### src/rtl/mul_err_sweep_ctrl_if.sv
// Operand/product bus between the sweep controller and the multiplier under test.
interface mul_err_sweep_ctrl_if #(
  parameter int unsigned WIDTH = 6
);
  logic [WIDTH-1:0]   op_a;
  logic [WIDTH-1:0]   op_b;
  logic [2*WIDTH-1:0] dut_prod;

  // Controller side: drives operands, receives the product.
  modport master (output op_a, output op_b, input dut_prod);
  // Multiplier side.
  modport slave (input op_a, input op_b, output dut_prod);
endinterface

### src/rtl/mul_err_sweep_ctrl.sv
// Exhaustive error sweep of an approximate WIDTH x WIDTH unsigned multiplier.
// Walks every operand pair one per clock, registers the returned product next
// to the exact product, and accumulates mismatch statistics one cycle later.
module mul_err_sweep_ctrl #(
  parameter int unsigned WIDTH = 6,
  parameter int unsigned ACC_W = 24,
  parameter int unsigned CNT_W = 13
) (
  input  logic                 clk,
  input  logic                 rst_n,
  mul_err_sweep_ctrl_if.master mul,
  input  logic                 start,
  input  logic                 abort,
  output logic                 busy,
  output logic                 done,
  output logic [CNT_W-1:0]     err_count,
  output logic [2*WIDTH-1:0]   max_err,
  output logic [ACC_W-1:0]     sum_err,
  output logic                 first_err_valid,
  output logic [WIDTH-1:0]     first_err_a,
  output logic [WIDTH-1:0]     first_err_b
);

  localparam int unsigned PW = 2 * WIDTH;

  typedef enum logic [1:0] {StIdle, StRun, StDrain, StDone} state_e;

  state_e            state_q, state_d;
  logic [PW-1:0]     index_q, index_d;
  logic              s1_valid_q, s1_valid_d;
  logic [WIDTH-1:0]  s1_a_q, s1_b_q;
  logic [PW-1:0]     s1_prod_q, s1_exact_q;
  logic [CNT_W-1:0]  cnt_q, cnt_d;
  logic [PW-1:0]     max_q, max_d;
  logic [ACC_W-1:0]  sum_q, sum_d;
  logic              fv_q, fv_d;
  logic [WIDTH-1:0]  fa_q, fa_d, fb_q, fb_d;

  logic              capture;
  logic              clear_stats;
  logic              acc_en;
  logic [PW-1:0]     exact;
  logic [PW-1:0]     diff;
  logic [ACC_W:0]    sum_ext;

  assign mul.op_a = index_q[PW-1:WIDTH];
  assign mul.op_b = index_q[WIDTH-1:0];
  assign exact    = PW'(mul.op_a) * PW'(mul.op_b);

  // Absolute error at full product width; the extra sum bit detects saturation.
  assign diff    = (s1_prod_q >= s1_exact_q) ? (s1_prod_q - s1_exact_q)
                                             : (s1_exact_q - s1_prod_q);
  assign sum_ext = {1'b0, sum_q} + (ACC_W + 1)'(diff);

  // Abort discards the staged vector, so it also blocks accumulation.
  assign acc_en = s1_valid_q & ~abort;

  // Sequencer: next state, operand index and stage control.
  always_comb begin
    state_d     = state_q;
    index_d     = index_q;
    capture     = 1'b0;
    clear_stats = 1'b0;
    unique case (state_q)
      StIdle, StDone: begin
        if (abort) begin
          state_d = StIdle;
        end else if (start) begin
          state_d     = StRun;
          index_d     = '0;
          clear_stats = 1'b1;
        end
      end
      StRun: begin
        if (abort) begin
          state_d = StIdle;
        end else begin
          capture = 1'b1;
          if (index_q == '1) begin
            state_d = StDrain;
          end else begin
            index_d = index_q + PW'(1);
          end
        end
      end
      StDrain: begin
        state_d = abort ? StIdle : StDone;
      end
      default: state_d = StIdle;
    endcase
    s1_valid_d = capture;
  end

  // Statistics update from the staged vector.
  always_comb begin
    cnt_d = cnt_q;
    max_d = max_q;
    sum_d = sum_q;
    fv_d  = fv_q;
    fa_d  = fa_q;
    fb_d  = fb_q;
    if (clear_stats) begin
      cnt_d = '0;
      max_d = '0;
      sum_d = '0;
      fv_d  = 1'b0;
      fa_d  = '0;
      fb_d  = '0;
    end else if (acc_en && (diff != '0)) begin
      cnt_d = cnt_q + CNT_W'(1);
      sum_d = sum_ext[ACC_W] ? '1 : sum_ext[ACC_W-1:0];
      if (diff > max_q) begin
        max_d = diff;
      end
      if (!fv_q) begin
        fv_d = 1'b1;
        fa_d = s1_a_q;
        fb_d = s1_b_q;
      end
    end
  end

  // State, index, pipeline stage and accumulators.
  always_ff @(posedge clk or negedge rst_n) begin
    if (!rst_n) begin
      state_q    <= StIdle;
      index_q    <= '0;
      s1_valid_q <= 1'b0;
      s1_a_q     <= '0;
      s1_b_q     <= '0;
      s1_prod_q  <= '0;
      s1_exact_q <= '0;
      cnt_q      <= '0;
      max_q      <= '0;
      sum_q      <= '0;
      fv_q       <= 1'b0;
      fa_q       <= '0;
      fb_q       <= '0;
    end else begin
      state_q    <= state_d;
      index_q    <= index_d;
      s1_valid_q <= s1_valid_d;
      if (capture) begin
        s1_a_q     <= mul.op_a;
        s1_b_q     <= mul.op_b;
        s1_prod_q  <= mul.dut_prod;
        s1_exact_q <= exact;
      end
      cnt_q <= cnt_d;
      max_q <= max_d;
      sum_q <= sum_d;
      fv_q  <= fv_d;
      fa_q  <= fa_d;
      fb_q  <= fb_d;
    end
  end

  assign busy            = (state_q == StRun) || (state_q == StDrain);
  assign done            = (state_q == StDone);
  assign err_count       = cnt_q;
  assign max_err         = max_q;
  assign sum_err         = sum_q;
  assign first_err_valid = fv_q;
  assign first_err_a     = fa_q;
  assign first_err_b     = fb_q;

endmodule

### src/flat_wrapper.sv
// flat-port wrapper written by rule: the top's interface ports become plain ports
module mul_err_sweep_ctrl_flat 
#(
  parameter int unsigned WIDTH = 6,
  parameter int unsigned ACC_W = 24,
  parameter int unsigned CNT_W = 13
)
  (clk, rst_n, start, abort, busy, done, err_count, max_err, sum_err, first_err_valid, first_err_a, first_err_b, mul_op_a, mul_op_b, mul_dut_prod);
  mul_err_sweep_ctrl_if #(.WIDTH(WIDTH)) mul_i ();
  input  logic clk;
  input  logic rst_n;
  input  logic start;
  input  logic abort;
  output logic busy;
  output logic done;
  output logic [CNT_W-1:0] err_count;
  output logic [2*WIDTH-1:0] max_err;
  output logic [ACC_W-1:0] sum_err;
  output logic first_err_valid;
  output logic [WIDTH-1:0] first_err_a;
  output logic [WIDTH-1:0] first_err_b;
  output wire logic [$bits(mul_i.op_a)-1:0] mul_op_a;
  output wire logic [$bits(mul_i.op_b)-1:0] mul_op_b;
  input wire logic [$bits(mul_i.dut_prod)-1:0] mul_dut_prod;
  assign mul_op_a = mul_i.op_a;
  assign mul_op_b = mul_i.op_b;
  assign mul_i.dut_prod = mul_dut_prod;
  mul_err_sweep_ctrl #(.WIDTH(WIDTH), .ACC_W(ACC_W), .CNT_W(CNT_W)) u_core (.clk(clk), .rst_n(rst_n), .mul(mul_i), .start(start), .abort(abort), .busy(busy), .done(done), .err_count(err_count), .max_err(max_err), .sum_err(sum_err), .first_err_valid(first_err_valid), .first_err_a(first_err_a), .first_err_b(first_err_b));
endmodule
### config.mk
export PLATFORM = sky130hd
export DESIGN_NAME = mul_err_sweep_ctrl_flat
export DESIGN_NICKNAME = d
export VERILOG_FILES = /design/src/rtl/mul_err_sweep_ctrl_if.sv /design/src/rtl/mul_err_sweep_ctrl.sv /design/src/flat_wrapper.sv
export SDC_FILE = /design/constraint.sdc
export NUM_CORES = 1
export LEC_CHECK = 0
export ABC_AREA = 1
export CAP_MARGIN = 25
export CORE_MARGIN = 4
export CORE_UTILIZATION = 40
export CTS_CLUSTER_SIZE = 12
export DETAILED_ROUTE_END_ITERATION = 16
export PLACE_DENSITY = 0.67
export SKIP_LAST_GASP = 1
export SLEW_MARGIN = 20
export SYNTH_ARGS = -nofsm -noshare
export SYNTH_HDL_FRONTEND = slang
export SYNTH_SLANG_ARGS = --single-unit
### constraint.sdc
create_clock -name clk -period 4.1 [get_ports clk]
set_input_delay 1.23 -clock clk [delete_from_list [all_inputs] [get_ports clk]]
set_output_delay 1.23 -clock clk [all_outputs]
set_load 0.02 [all_outputs]
==> flow_summary.rst <==
.. list-table::
   :header-rows: 1

   * - Metric
     - Value
   * - Clock Tree Root
     - sky130_fd_sc_hd__clkbuf_16
   * - Max Clk Rate
     - between 200 and 300 MHz
   * - Cell with the largest stage delay on the worst path
     - sky130_fd_sc_hd__fa_1
   * - DRC violation count after routing
     - 0
   * - Proportion of power drawn by flip-flops and latches
     - 0.183
   * - Start point of the critical path
     - u_core.index_q[5]
   * - Crit start category
     - flop
   * - Count of cell types in the netlist
     - 41
   * - DR vias/cell
     - 5.05
   * - Comb pwr share
     - 0.661
   * - Top cell by count, worst path
     - sky130_fd_sc_hd__nand2_1
   * - Power density over the cells
     - ~860 nW/um2
   * - Setup repair after global routing missed its margin
     - false
   * - Post-route minimum period
     - 3.80 ns
   * - Pin count of the biggest net entering global routing
     - 47
   * - Internal power summed over all cells
     - ~0.0046 W
   * - Number of nets in the layout
     - 1501
   * - Number of cells produced by synthesis
     - 1303
   * - Via count of the first global-routing pass
     - slightly above 8000
   * - Total iterations of the first detailed-routing run
     - 5
   * - Diodes inserted
     - 0
   * - Ratio of cells with drive above 1 in the final layout
     - 0.0647
   * - Half-perimeter wire length after detailed placement
     - approximately 18 mm
   * - Number of primary I/O pins
     - 92
   * - Clock tree from TritonCTS
     - built
   * - Timing endpoint of the critical path
     - u_core.s1_exact_q[10]
   * - Clock latency on the worst-skew pair
     - 0.42 ns
   * - Max_cap viols
     - 0
   * - Element type at the critical path end
     - flop
   * - Global routing usage summed across all routing layers
     - 0.195
   * - Setup slack of the most critical reg-to-reg path
     - slightly above 0.3 ns
   * - Type of the worst setup path
     - flop to flop
   * - Worst max-slew margin expressed relative to the limit
     - 0.436
   * - Number of max-slew violations in the final report
     - 0
   * - Average wire length per cell after detail routing
     - 14.1 um
   * - CP cell instances
     - nand2_1, fa_1, fa_1, fa_1, inv_1, ha_1, a21oi_1, nand2_1, nand2_1, nand2_1, a21oi_1, inv_1, a21oi_1, nor2_1, nor2_1, xor2_1, o21ai_0
   * - Fin crit share
     - 0.926
   * - Worst-case setup margin in the final layout
     - slightly above 0.3 ns
   * - Fillers
     - 2164
   * - Number of antenna violations at the first check in global routing
     - 0
   * - Total core area
     - around 22000 um2
   * - Worst slack at placement
     - around 0.12 ns
   * - Status
     - finished clean
   * - Initial Utilization
     - 0.410
   * - Critical path peak fanout
     - 5
   * - Number of input and output port buffers inserted
     - between 90 and 100
   * - Total standard cell area after synthesis
     - between 9000 and 10000 um2
   * - Number of CTS-inserted buffers
     - 17
   * - TNS Setup
     - 0 ns
   * - Register-to-Register Path Depth
     - 17
   * - # rows
     - 54
   * - Final instance area
     - ~11000 um2
   * - Worst reg2reg path endpoint
     - u_core.s1_exact_q[10]
   * - Die outline width
     - between 150 and 200 um
   * - Fraction of the yosys area taken by sequential cells
     - 0.314
   * - Crit-path max cell delay
     - approximately 0.54 ns
   * - Wire length of the first global-routing pass
     - 39.4 mm
   * - Switching Share
     - 0.506
   * - Placement Cell Area
     - just over 10000 um2
   * - Number of DRC violations after detailed-routing iteration 0
     - 552
   * - Syn nets
     - ~1400
   * - Clock Path Buffers
     - 2
   * - Required time of the critical path
     - 4.36 ns
   * - Bufs and invs on worst path
     - 2
   * - YS warnings
     - 0
   * - Final Routed Wirelength
     - roughly 24 mm
   * - Endpoints failing setup
     - 0
   * - Number of nets with antenna violations after detailed routing
     - 0
   * - Number of levels the H-tree was split into
     - 4
   * - Largest delay share family, worst path
     - adder cells
   * - Count of cell instances traversed by the critical path
     - 17
   * - Standby leakage power
     - around 5.7 nW
   * - Total number of vias
     - around 8500
   * - Worst hold-check slack
     - around 0.48 ns
   * - Clock sinks
     - approximately 110
   * - Worst IR Drop VDD
     - roughly 0.47 mV
   * - Launching point of the worst reg2reg path
     - u_core.index_q[5]
   * - Reg clk slew, reported paths
     - approximately 0.060 ns
   * - Clock Power Share
     - 0.156
   * - Final weighted congestion in routability-driven placement
     - slightly below 1
   * - Number of hold violations in the final report
     - 0
   * - Area growth syn-to-layout
     - 20.7%
   * - Sw Pwr
     - about 0.0047 W
   * - Class of the tightest hold or removal check
     - flop to flop
   * - Number of storage elements in the synthesis netlist
     - 113
   * - Worst setup skew after layout
     - ~0.011 ns
   * - Die Height
     - roughly 160 um
   * - Slew @ Worst Pin
     - around 0.85 ns
   * - Total congestion overflow
     - 0
   * - Floorplan die area
     - roughly 25000 um2
   * - CP Data Arrival Time
     - slightly above 4 ns
   * - Average footprint of a synthesized cell
     - 6.91 um2
## per-layer routing
layer	routed length, um	track usage	vias up
li1	-	-	4298
met1	10700	0.252	3966
met2	11300	0.331	219
met3	1240	0.0407	32
met4	402	0.0565	0
met5	0	0	-
## cell type report
type                    count  area [um2]  area share
well taps                 280         350      0.0322
clock inverters            11         106     0.00978
repair buffers            117        1100       0.102
flip-flops and latches    113        2830       0.260
multi-input cells         925        5180       0.476
inverters                 219         822      0.0756
clock buffers              21         480      0.0442
## registers in the layout (all words and copies together) (netlist names)
signal and cells:
u_core.err_count 13, u_core.first_err_a 6, u_core.first_err_b 6, u_core.first_err_valid 1
u_core.index_q 12, u_core.max_err 12, u_core.s1_a_q 6, u_core.s1_b_q 6
u_core.s1_exact_q 12, u_core.s1_prod_q 12, u_core.s1_valid_q 1, u_core.state_q 2
u_core.sum_err 24
## worst min path at each step
stage               depth (start not counted)              from               end  slack (ns)
floorplan                                   2  u_core.s1_a_q[4]  u_core.s1_a_q[4]        0.44
global placement                            2  u_core.s1_a_q[5]  u_core.s1_a_q[5]        0.46
detailed placement                          2  u_core.s1_b_q[0]  u_core.s1_b_q[0]        0.46
CTS                                         2  u_core.s1_b_q[0]  u_core.s1_b_q[0]        0.48
global route                                2  u_core.s1_a_q[5]  u_core.s1_a_q[5]        0.51
finish                                      2  u_core.s1_b_q[0]  u_core.s1_b_q[0]        0.48
## cell families after synthesis
kind of cell / share of synthesized area
buf+inv: 0.115
xor+xnor: 0.0350
flops: 0.314
compound gates: 0.0879
simple gates: 0.303
fa+ha+maj: 0.144
## stage by stage
stage          cells  power [W]  utilization
4_1_cts         1686    0.00926        0.493
6_report        1686    0.00932        0.495
3_3_place_gp    1654    0.00770        0.467
5_1_grt         1686     0.0103        0.495
3_5_place_dp    1654    0.00776        0.467
2_1_floorplan   1303    0.00610            -
## cell usage in the layout (no fill, tap or decap), types with 17 or more instances in the layout
master / n
sky130_fd_sc_hd__a21oi_1: 51
sky130_fd_sc_hd__dfrtp_1: 111
sky130_fd_sc_hd__clkbuf_16: 17
sky130_fd_sc_hd__nand4_1: 25
sky130_fd_sc_hd__fa_1: 19
sky130_fd_sc_hd__o21ai_1: 17
sky130_fd_sc_hd__clkdlybuf4s50_1: 90
sky130_fd_sc_hd__o21ai_0: 58
sky130_fd_sc_hd__nand3_1: 101
sky130_fd_sc_hd__ha_1: 70
sky130_fd_sc_hd__buf_4: 27
sky130_fd_sc_hd__xor2_1: 27
sky130_fd_sc_hd__inv_1: 213
sky130_fd_sc_hd__nor2_1: 65
sky130_fd_sc_hd__nand2_1: 414
## worst min-delay path, cell delays in order, from the launching register on
cell and delay, ns:
sky130_fd_sc_hd__dfrtp_1 0.34, sky130_fd_sc_hd__nand2_1 0.05, sky130_fd_sc_hd__nand2_1 0.05
## Yosys cell counts (all sizes together)
cell | n | share of area
or2 | 2 | 0.0014
a211oi | 2 | 0.0017
o21ai | 77 | 0.043
o2111ai | 1 | 0.00097
nor2 | 70 | 0.031
and2 | 1 | 0.00069
xor2 | 27 | 0.026
buf | 17 | 0.012
a31oi | 3 | 0.0021
dfrtp | 113 | 0.31
nand3b | 2 | 0.0017
clkbuf | 29 | 0.012
inv | 218 | 0.091
a21oi | 54 | 0.030
ha | 72 | 0.10
nor3 | 13 | 0.0072
clkinv | 1 | 0.00042
nand2 | 421 | 0.18
a21boi | 2 | 0.0017
a21o | 1 | 0.00083
nor4 | 10 | 0.0069
nand4 | 25 | 0.017
nand3 | 104 | 0.059
o211ai | 2 | 0.0017
o31ai | 4 | 0.0033
xnor2 | 9 | 0.0088
fa | 20 | 0.044
o22ai | 3 | 0.0021
## repair_timing
| action | in CTS | in global routing |
|---|---|---|
| hold buffers | 0 | 0 |
| setup buffers | 0 | 0 |
| setup endpoints to repair | 0 | 39 |
| resized for setup | 0 | 11 |
## power groups by stage
stage / combinational [W] / sequential (W) / clock (W)
floorplan: 0.00420 / 0.00189 / 0
global placement: 0.00599 / 0.00170 / 0
detailed placement: 0.00604 / 0.00172 / 0
CTS: 0.00608 / 0.00170 / 0.00148
global route: 0.00699 / 0.00174 / 0.00153
finish: 0.00616 / 0.00170 / 0.00145
No activity file was read; power rests on OpenSTA's default activity.
